[config.mk]
export PLATFORM = sky130hd
export DESIGN_NAME = elastic_pipe_reg
export DESIGN_NICKNAME = d
export VERILOG_FILES = /design/src/rtl/elastic_pipe_reg.sv
export SDC_FILE = /design/constraint.sdc
export NUM_CORES = 1
export LEC_CHECK = 0
export ABC_CLOCK_PERIOD_IN_PS = 1910
export CAP_MARGIN = 20
export CORE_MARGIN = 4
export CORE_UTILIZATION = 45
export CTS_CLUSTER_DIAMETER = 120
export DETAILED_ROUTE_END_ITERATION = 10
export GPL_ROUTABILITY_DRIVEN = 0
export PLACE_DENSITY = 0.77
export SLEW_MARGIN = 20
export SYNTH_ARGS = -nofsm -noshare
export SYNTH_HDL_FRONTEND = slang
export SYNTH_SLANG_ARGS = --single-unit
[constraint.sdc]
create_clock -name clk -period 1.91 [get_ports clk]
set_input_delay 0.2865 -clock clk [delete_from_list [all_inputs] [get_ports clk]]
set_output_delay 0.2865 -clock clk [all_outputs]
set_load 0.05 [all_outputs]
[src/rtl/elastic_pipe_reg.sv]
// elastic_pipe_reg: valid/ready pipeline register with a 2-entry skid buffer, flush, and control masking on bubbles; ports clk/reset/flush, in_valid/in_ready/in_data/in_ctrl, out_valid/out_ready/out_data/out_ctrl, occupancy
module elastic_pipe_reg #(
  parameter int DATA_W = 16,
  parameter int CTRL_W = 8
) (
  input  logic              clk,
  input  logic              reset,
  input  logic              flush,
  input  logic              in_valid,
  output logic              in_ready,
  input  logic [DATA_W-1:0] in_data,
  input  logic [CTRL_W-1:0] in_ctrl,
  output logic              out_valid,
  input  logic              out_ready,
  output logic [DATA_W-1:0] out_data,
  output logic [CTRL_W-1:0] out_ctrl,
  output logic [1:0]        occupancy
);
  localparam logic [1:0] EMPTY = 2'd0, ONE = 2'd1, FULL = 2'd2;
  logic [1:0] state;
  logic [DATA_W-1:0] main_data, skid_data;
  logic [CTRL_W-1:0] main_ctrl, skid_ctrl;
  logic accept, drain;
  always_comb begin
    in_ready = state != FULL;
    out_valid = state != EMPTY;
    accept = in_valid & in_ready;
    drain = out_valid & out_ready;
    out_data = main_data;
    out_ctrl = out_valid ? main_ctrl : '0;
    occupancy = state;
  end
  always_ff @(posedge clk) begin
    if (reset) begin
      state <= EMPTY;
      main_data <= '0;
      main_ctrl <= '0;
      skid_data <= '0;
      skid_ctrl <= '0;
    end else if (flush) begin
      state <= EMPTY;
    end else begin
      state <= state + {1'b0, accept} - {1'b0, drain};
      if (accept && (state == EMPTY || (state == ONE && drain))) begin
        main_data <= in_data;
        main_ctrl <= in_ctrl;
      end else if (drain && state == FULL) begin
        main_data <= skid_data;
        main_ctrl <= skid_ctrl;
      end
      if (accept && state == ONE && !drain) begin
        skid_data <= in_data;
        skid_ctrl <= in_ctrl;
      end
    end
  end
endmodule

=== Word level (Yosys, flattened, before mapping) ===
Index checks and enable logic that the tools add are counted.

* $add $sub $neg: 2
* Equal/unequal tests: 3
* Mux-type cells: 5
* Bitwise gates (word level): 3
* Reduce and logical (&&, ||, !) cells: 13

{| class="wikitable"
|+ Operators by type and width
! kind !! number
|-
| 16-bit two-way mux || 2
|-
| 8-bit two-way mux || 3
|-
| 1-bit logical AND || 5
|-
| 2-bit AND reduction || 2
|-
| 2-bit nonzero test || 2
|-
| 2-bit by 1-bit adder with 2-bit output || 1
|-
| 1-bit AND || 2
|-
| 2-bit by 1-bit equality test with 1-bit output (second input constant) || 1
|-
| 2-bit equality test (second input constant) || 1
|-
| 2-bit zero test || 1
|-
| 2-bit inequality test (second input constant) || 1
|-
| 2-bit OR reduction || 1
|-
| 2-bit by 1-bit subtractor with 2-bit output || 1
|-
| 1-bit zero test || 1
|-
| 1-bit logical OR || 1
|-
| 1-bit inverter || 1
|}

* Register bits: 50
* Input port bits: 29
* Output and inout bits: 28
* Logic and storage cells: 31

=== Logic depth before layout (Yosys ltp) ===
Gate-level depths: netlist (run 1).

* Depth after elaboration: 7
* Gate-level depth with buffers: 9
* Depth with buffers taken out: 8

=== Least setup slack after synthesis (run 1) ===
No wires, ideal clock.

* Path kind: reg2reg
* Start point: register state[0] (netlist: occupancy[0])
* End point: register state[1] (netlist: occupancy[1])
* Setup time: 0.096 ns
* Data arrival time: 2.247 ns
* Data required time: 1.814 ns
* Setup slack: -0.433 ns
* Cell stages (with the launch flop): 9
* Buffers on the path: 0
* Clock period less this slack: 2.343 ns
* Cell sequence: dfxtp_1 > nand2b_1 > nand2_1 > ha_1 > inv_1 > ha_1 > xor2_1 > nor2_1 > nor4b_1

* Word-level cells in the longest chain between the ends: 4
* Elaborated cells between the ends (all ways): 6
* Classes of those cells: 2 x add/sub; 1 x eq/ne; 2 x bitwise; 1 x reduce/logical

{| class="wikitable"
|+ Ends and longest elaborated chain
! item !! RTL line !! text
|-
| start: declaration || 20 || <nowiki>logic [1:0] state;</nowiki>
|-
| start signal: assignment || 43 || <nowiki>state <= state + {1'b0, accept} - {1'b0, drain};</nowiki>
|-
| 2-bit inequality test || 25 || <nowiki>in_ready = state != FULL;</nowiki>
|-
| net in_ready || 10 || <nowiki>output logic in_ready,</nowiki>
|-
| 1-bit AND || 27 || <nowiki>accept = in_valid & in_ready;</nowiki>
|-
| 2-bit by 1-bit adder with 2-bit output || 43 ||
|-
| 2-bit by 1-bit subtractor with 2-bit output || 43 ||
|}

The timed path passes the listed nets, and every way through them passes these cells.
A chain may end at the register's enable or synchronous reset.

=== Worst setup path after layout (run 1) ===
* Start point: register state[0] (netlist: occupancy[0])
* End point: output port occupancy[0]

{| class="wikitable"
|+ RTL lines
! item !! RTL line !! text
|-
| end: declaration || 17 || <nowiki>output logic [1:0] occupancy</nowiki>
|}

No word-level cell between the ends.

==> results.cfg, run 1 <==
[sta]
fin_crit_ns = 1.809
slew_headroom_pct = 63.65
skew_ns = 0.005281
hold_viol_final = 0
tightest_slew_ns = 0.5452
timing.final.ws_setup_ns = 0.1014
holdWs_ns = 0.4675
setup_viol = 0
rsz0062_at_grt = no
max_freq_ghz = 0.5529
drv_slew = 0
fin_crit_sh_pct = 94.69

[min_path]
min-delay-start = reset
min_to = skid_data[9]
hold_depth = 2
min_path_type = in -> reg

[run_status]
outcome = finished clean

[critical_path]
cpLargestDelayFamily = buffers and inverters
r2r_start = occupancy[0]
start_kind = flop
endpoint_kind = output port
r2r_end = occupancy[1]
crit_fanout = 9
arrival_ns = 1.52
cp.required_ns = 1.62
worst-path-stages = 1
max_stage_delay_ns = 0.82
r2r_cells = 8
cp.buffers_inverters = 1
crit_chain = clkdlybuf4s50_1
crit_type = reg -> out
crit_slowest_cell = clkdlybuf4s50_1
reg2reg_slack_ns = 0.28

[cells_and_area]
final_cell_mix = nand3_1 (48), dfxtp_1 (48), clkdlybuf4s50_1 (44)
diodes = 0
drive_gt1_share_pct = 19.64
syn_to_final_growth_pct = 37.59
nets = 366

[floorplan]
start_util_pct = 47.74
pin_count = 57
die_w_microns = 82.78
core-area_sq_um = 5270
row_count = 26
dieArea_sq_um = 6852
die_y_microns = 82.78

[synthesis]
yosysSeqAreaShare_pct = 39.78
ys_types = 27
synth_edf_count = 0
synth-async-reset-ratio_pct = 0
syn_area_sq_um = 2516
ys_ff_latch = 50
syn_area_per_cell_sq_um = 8.798
syn_nets = 317
yosysWarnings = 0
ys.flop_type = dfxtp_1
synthCells = 286

[clock_network]
htreeDepth = 2
cts_made_buffers = 5
cts_root_buffer = clkbuf_8
clock_sinks = 50
clkSlewWorstSetupHoldPaths_ns = 0.09
cts_buffer_depth = 2
worstSkewPairLatency_ns = 0.30
cts_tree = yes
cts_setup_buffers = 0

[global_routing]
grt_pass1_wl_microns = 11700
use_met2_pct = 35.82
busiest_layer = met2
grt_use_met3_pct = 5.184
grt_antenna_before_repair = 0
grt.overflow.total = 0
grt_max_degree = 29
met1_usage_pct = 28.51
grt_pass1_vias = 2394
grt_use_total_pct = 22.03

[drt]
routed_wl_microns = 7195
drt_iter0_markers = 378
drtPass1Iterations = 6
drc = 0
vias_per_cell = 6.202
antenna_left = 0
wl_per_cell_microns = 17.72
routed-via-count = 2518

[placed_design]
dpl_worst_slack_ns = -0.03205
dpl.hpwl_microns = 4819
port_buffers = 56

[power_and_ir_drop]
p_per_area_nw_per_um2 = 739.9
p_leak_nw = 1.135
ir_worst_vdd_mv = 0.4372

[flow_run]
cap_violations = 0
==> synthesized netlist by cell type, types with 4 or more instances <==
library cell	n	area share, %
dfxtp_1	50	40
nand3_1	48	9.5
o21ai_0	40	8.0
a211oi_1	24	7.2
a21oi_1	24	4.8
a311oi_2	20	12
clkbuf_1	16	2.4
buf_2	13	2.6
nor2b_1	10	2.5
o21ai_1	8	1.6
a311oi_1	4	1.4
buf_1	4	0.60
==> through the flow <==
| stage | TNS (ns) | power (mW) | instance area [sq um] | util [%] | std cells |
|---|---|---|---|---|---|
| after global routing | 0 | 2.667 | 3462 | 65.69 | 406 |
| after CTS | 0 | 2.575 | 3457 | 65.60 | 406 |
| final | 0 | 2.562 | 3462 | 65.69 | 406 |
| after global placement | 0 | 1.837 | 3351 | 63.58 | 398 |
| after detailed placement | -0.05020 | 1.849 | 3351 | 63.58 | 398 |
| after floorplan | 0 | 1.570 | 2529 | - | 286 |
==> state kept, by name, summed over array words and instances (netlist names) <==
signal / count
main_ctrl: 8
skid_ctrl: 8
skid_data: 16
occupancy: 2
out_data: 16
==> power breakdown <==
part	total, mW	switching, mW	internal (mW)	leakage (nW)
clock	0.735	0.343	0.392	0.0524
combinational	0.693	0.405	0.288	0.673
sequential	1.13	0.0383	1.10	0.409
total	2.56	0.786	1.78	1.13
==> area by class of cell <==
type | count | area, sq um
tap | 70 | 87.58
clock buffer | 7 | 76.32
timing repair buffer | 78 | 893.4
fill | 480 | 1808
inverter | 3 | 11.26
sequential | 50 | 1008
clock inverter | 1 | 30.03
multi-input combinational | 197 | 1355
==> how the worst max path moves through the flow <==
stage                 startpoint           end  slack (ns)
finish              occupancy[0]  occupancy[0]        0.10
global route        occupancy[0]  occupancy[1]        0.03
CTS                 occupancy[0]  occupancy[0]        0.04
detailed placement      in_valid  occupancy[1]       -0.03
global placement        in_valid  occupancy[1]       0.006
floorplan           occupancy[0]  occupancy[1]        0.02
==> repair_timing <==
item	4_1_cts	5_1_grt
gates resized for setup	0	2
endpoints found under the setup margin	0	2
hold buffers	0	0
==> metal layers <==
layer | share of wire (%) | vias up
met3 | 7.2 | 22
li1 | - | 1180
met4 | 2.9 | 0
met5 | 0 | -
met1 | 42 | 1175
met2 | 48 | 141
==> logic make-up (layout without fill, tap and decap cells) <==
group / count (synthesis) / in the layout / share of synthesized area, %
AOI/OAI and AO/OA: 121 / 121 / 35.11
and+or+nand+nor: 72 / 72 / 15.81
xor gates and xnor gates: 1 / 1 / 0.3481
muxes: 1 / 1 / 0.5965
DFF: 50 / 50 / 39.78
buffers and inverters: 39 / 89 / 7.359
adders and majority gates: 2 / 2 / 0.9944
Power figures use the tool's default switching activity.
==> inputs of run 2 (changes only) <==
--- a/config.mk
+++ b/config.mk
@@ -12,6 +12,7 @@
 export CTS_CLUSTER_DIAMETER = 120
 export DETAILED_ROUTE_END_ITERATION = 10
 export GPL_ROUTABILITY_DRIVEN = 0
+export GPL_TIMING_DRIVEN = 0
 export PLACE_DENSITY = 0.77
 export SLEW_MARGIN = 20
 export SYNTH_ARGS = -nofsm -noshare
==> results.cfg, run 2 (same netlist as run 1, synthesis figures left out) <==
[critical_path]
arrival_ns = 2.05
crit_type = in -> reg
max_stage_delay_ns = 0.46
crit_chain = clkdlybuf4s50_1 -> buf_2 -> nor2_1 -> a21o_1 -> buf_6 -> a311oi_2
crit_fanout = 10
crit_slowest_cell = nor2_1
endpoint_kind = flop
r2r_start = occupancy[1]
reg2reg_slack_ns = 0.11
cp.required_ns = 2.07
start_kind = input pin
cp.buffers_inverters = 3
cpLargestDelayFamily = buffers and inverters
r2r_end = occupancy[1]
r2r_cells = 9

[placed_design]
dpl.hpwl_microns = 5065
port_buffers = 55

[min_path]
min_to = skid_data[7]
min-delay-start = skid_data[7]
hold_depth = 2
min_path_type = reg -> reg

[drt]
antenna_left = 0
vias_per_cell = 5.911
drc = 0
routed_wl_microns = 6807
drtPass1Iterations = 5
drt_iter0_markers = 223
routed-via-count = 2471
wl_per_cell_microns = 16.28

[power_and_ir_drop]
seq_power_share_pct = 44.7
p_clk_share_pct = 29.9
ir_worst_vdd_mv = 0.3873
switching_share_pct = 30.32
internal_power_mw = 1.758
p_sw_mw = 0.7652
p_leak_nw = 1.109
p_per_area_nw_per_um2 = 769.2
comb_power_share_pct = 25.4

[floorplan]
start_util_pct = 47.74
core-area_sq_um = 5270
die_y_microns = 82.78
pin_count = 57
dieArea_sq_um = 6852
row_count = 26
die_w_microns = 82.78

[global_routing]
grt_use_total_pct = 20.54
grt_pass1_vias = 2146
grt.overflow.total = 0
grt_max_degree = 15
grt_antenna_before_repair = 0
grt_pass1_wl_microns = 10750

[clock_network]
htreeDepth = 2
cts_root_buffer = clkbuf_8
hold_buffers = 0
worstSkewPairLatency_ns = 0.30
clkSlewWorstSetupHoldPaths_ns = 0.09
clock_sinks = 50
cts_setup_buffers = 0
cts_made_buffers = 5
cts_buffer_depth = 2
cts_tree = yes

[sta]
tightest_slew_ns = 0.6838
rsz0062_at_grt = yes
setup_viol = 0
fin_crit_sh_pct = 99.36
skew_ns = 0.007661
max_freq_ghz = 0.5269
slew_headroom_pct = 54.42
hold_viol_final = 0
holdWs_ns = 0.4804
drv_slew = 0
fin_crit_ns = 1.898

[cells_and_area]
syn_to_final_growth_pct = 30.38
final_cell_mix = nand3_1 (48), dfxtp_1 (48), clkdlybuf4s50_1 (44)
fin_util_pct = 62.25
drive_gt1_share_pct = 14.08
nets = 379
diodes = 0

[flow_run]
cap_violations = 0

[run_status]
outcome = finished clean
[run 2: through the flow]
step | setup TNS (ns) | std cells | power [mW] | setup slack, ns | cell area, sq um
4_1_cts | 0 | 418 | 2.529 | 0.02536 | 3272
3_5_place_dp | -5.069 | 411 | 1.790 | -0.2338 | 3167
5_1_grt | -0.1049 | 418 | 2.632 | -0.02851 | 3281
3_3_place_gp | -3.602 | 411 | 1.779 | -0.1751 | 3167
6_report | 0 | 418 | 2.524 | 0.01226 | 3281
2_1_floorplan | 0 | 286 | 1.570 | 0.01712 | 2529
[run 2: metal layers]
metal,global-route usage (%),wire [microns],up-vias
met5,0,0,-
met4,6.209,78,0
met3,3.996,560,11
met2,31.09,3092,117
met1,29.45,3076,1139
li1,-,-,1204
[run 2: worst max path at each step]
stage	start	endpoint	slack, ns	cells past startpoint
after detailed placement	flush	main_ctrl[4]	-0.23	6
after global routing	occupancy[1]	occupancy[1]	-0.03	9
after CTS	occupancy[0]	occupancy[0]	0.03	1
after floorplan	occupancy[0]	occupancy[1]	0.02	8
final	flush	out_data[6]	0.01	6
after global placement	flush	out_data[6]	-0.18	6
[run 2: tightest hold or removal path: stages (launching register included)]
cell and delay, ns:
dfxtp_1 0.32, o21ai_0 0.06, a21oi_1 0.06
[run 2: area by class of cell]
| class | instances | area (sq um) |
|---|---|---|
| Multi-Input combinational cell | 197 | 1351 |
| Clock buffer | 6 | 82.58 |
| Clock inverter | 1 | 30.03 |
| Fill cell | 505 | 1989 |
| Buffer | 36 | 173.9 |
| Inverter | 3 | 11.26 |
| Tap cell | 70 | 87.58 |
| Timing Repair Buffer | 55 | 540.5 |
| Sequential cell | 50 | 1003 |
[run 2: repair_timing]
action / CTS / global route
gates resized for setup: 11 / 2
setup endpoints to repair: 11 / 13
endpoints found under the hold margin: 0 / 0
[run 2: power groups by stage]
stage	combinational, mW	clock (mW)	sequential [mW]
after floorplan	0.306	0	1.26
after global placement	0.630	0	1.15
after detailed placement	0.639	0	1.15
after CTS	0.637	0.765	1.13
after global routing	0.681	0.816	1.14
final	0.641	0.755	1.13
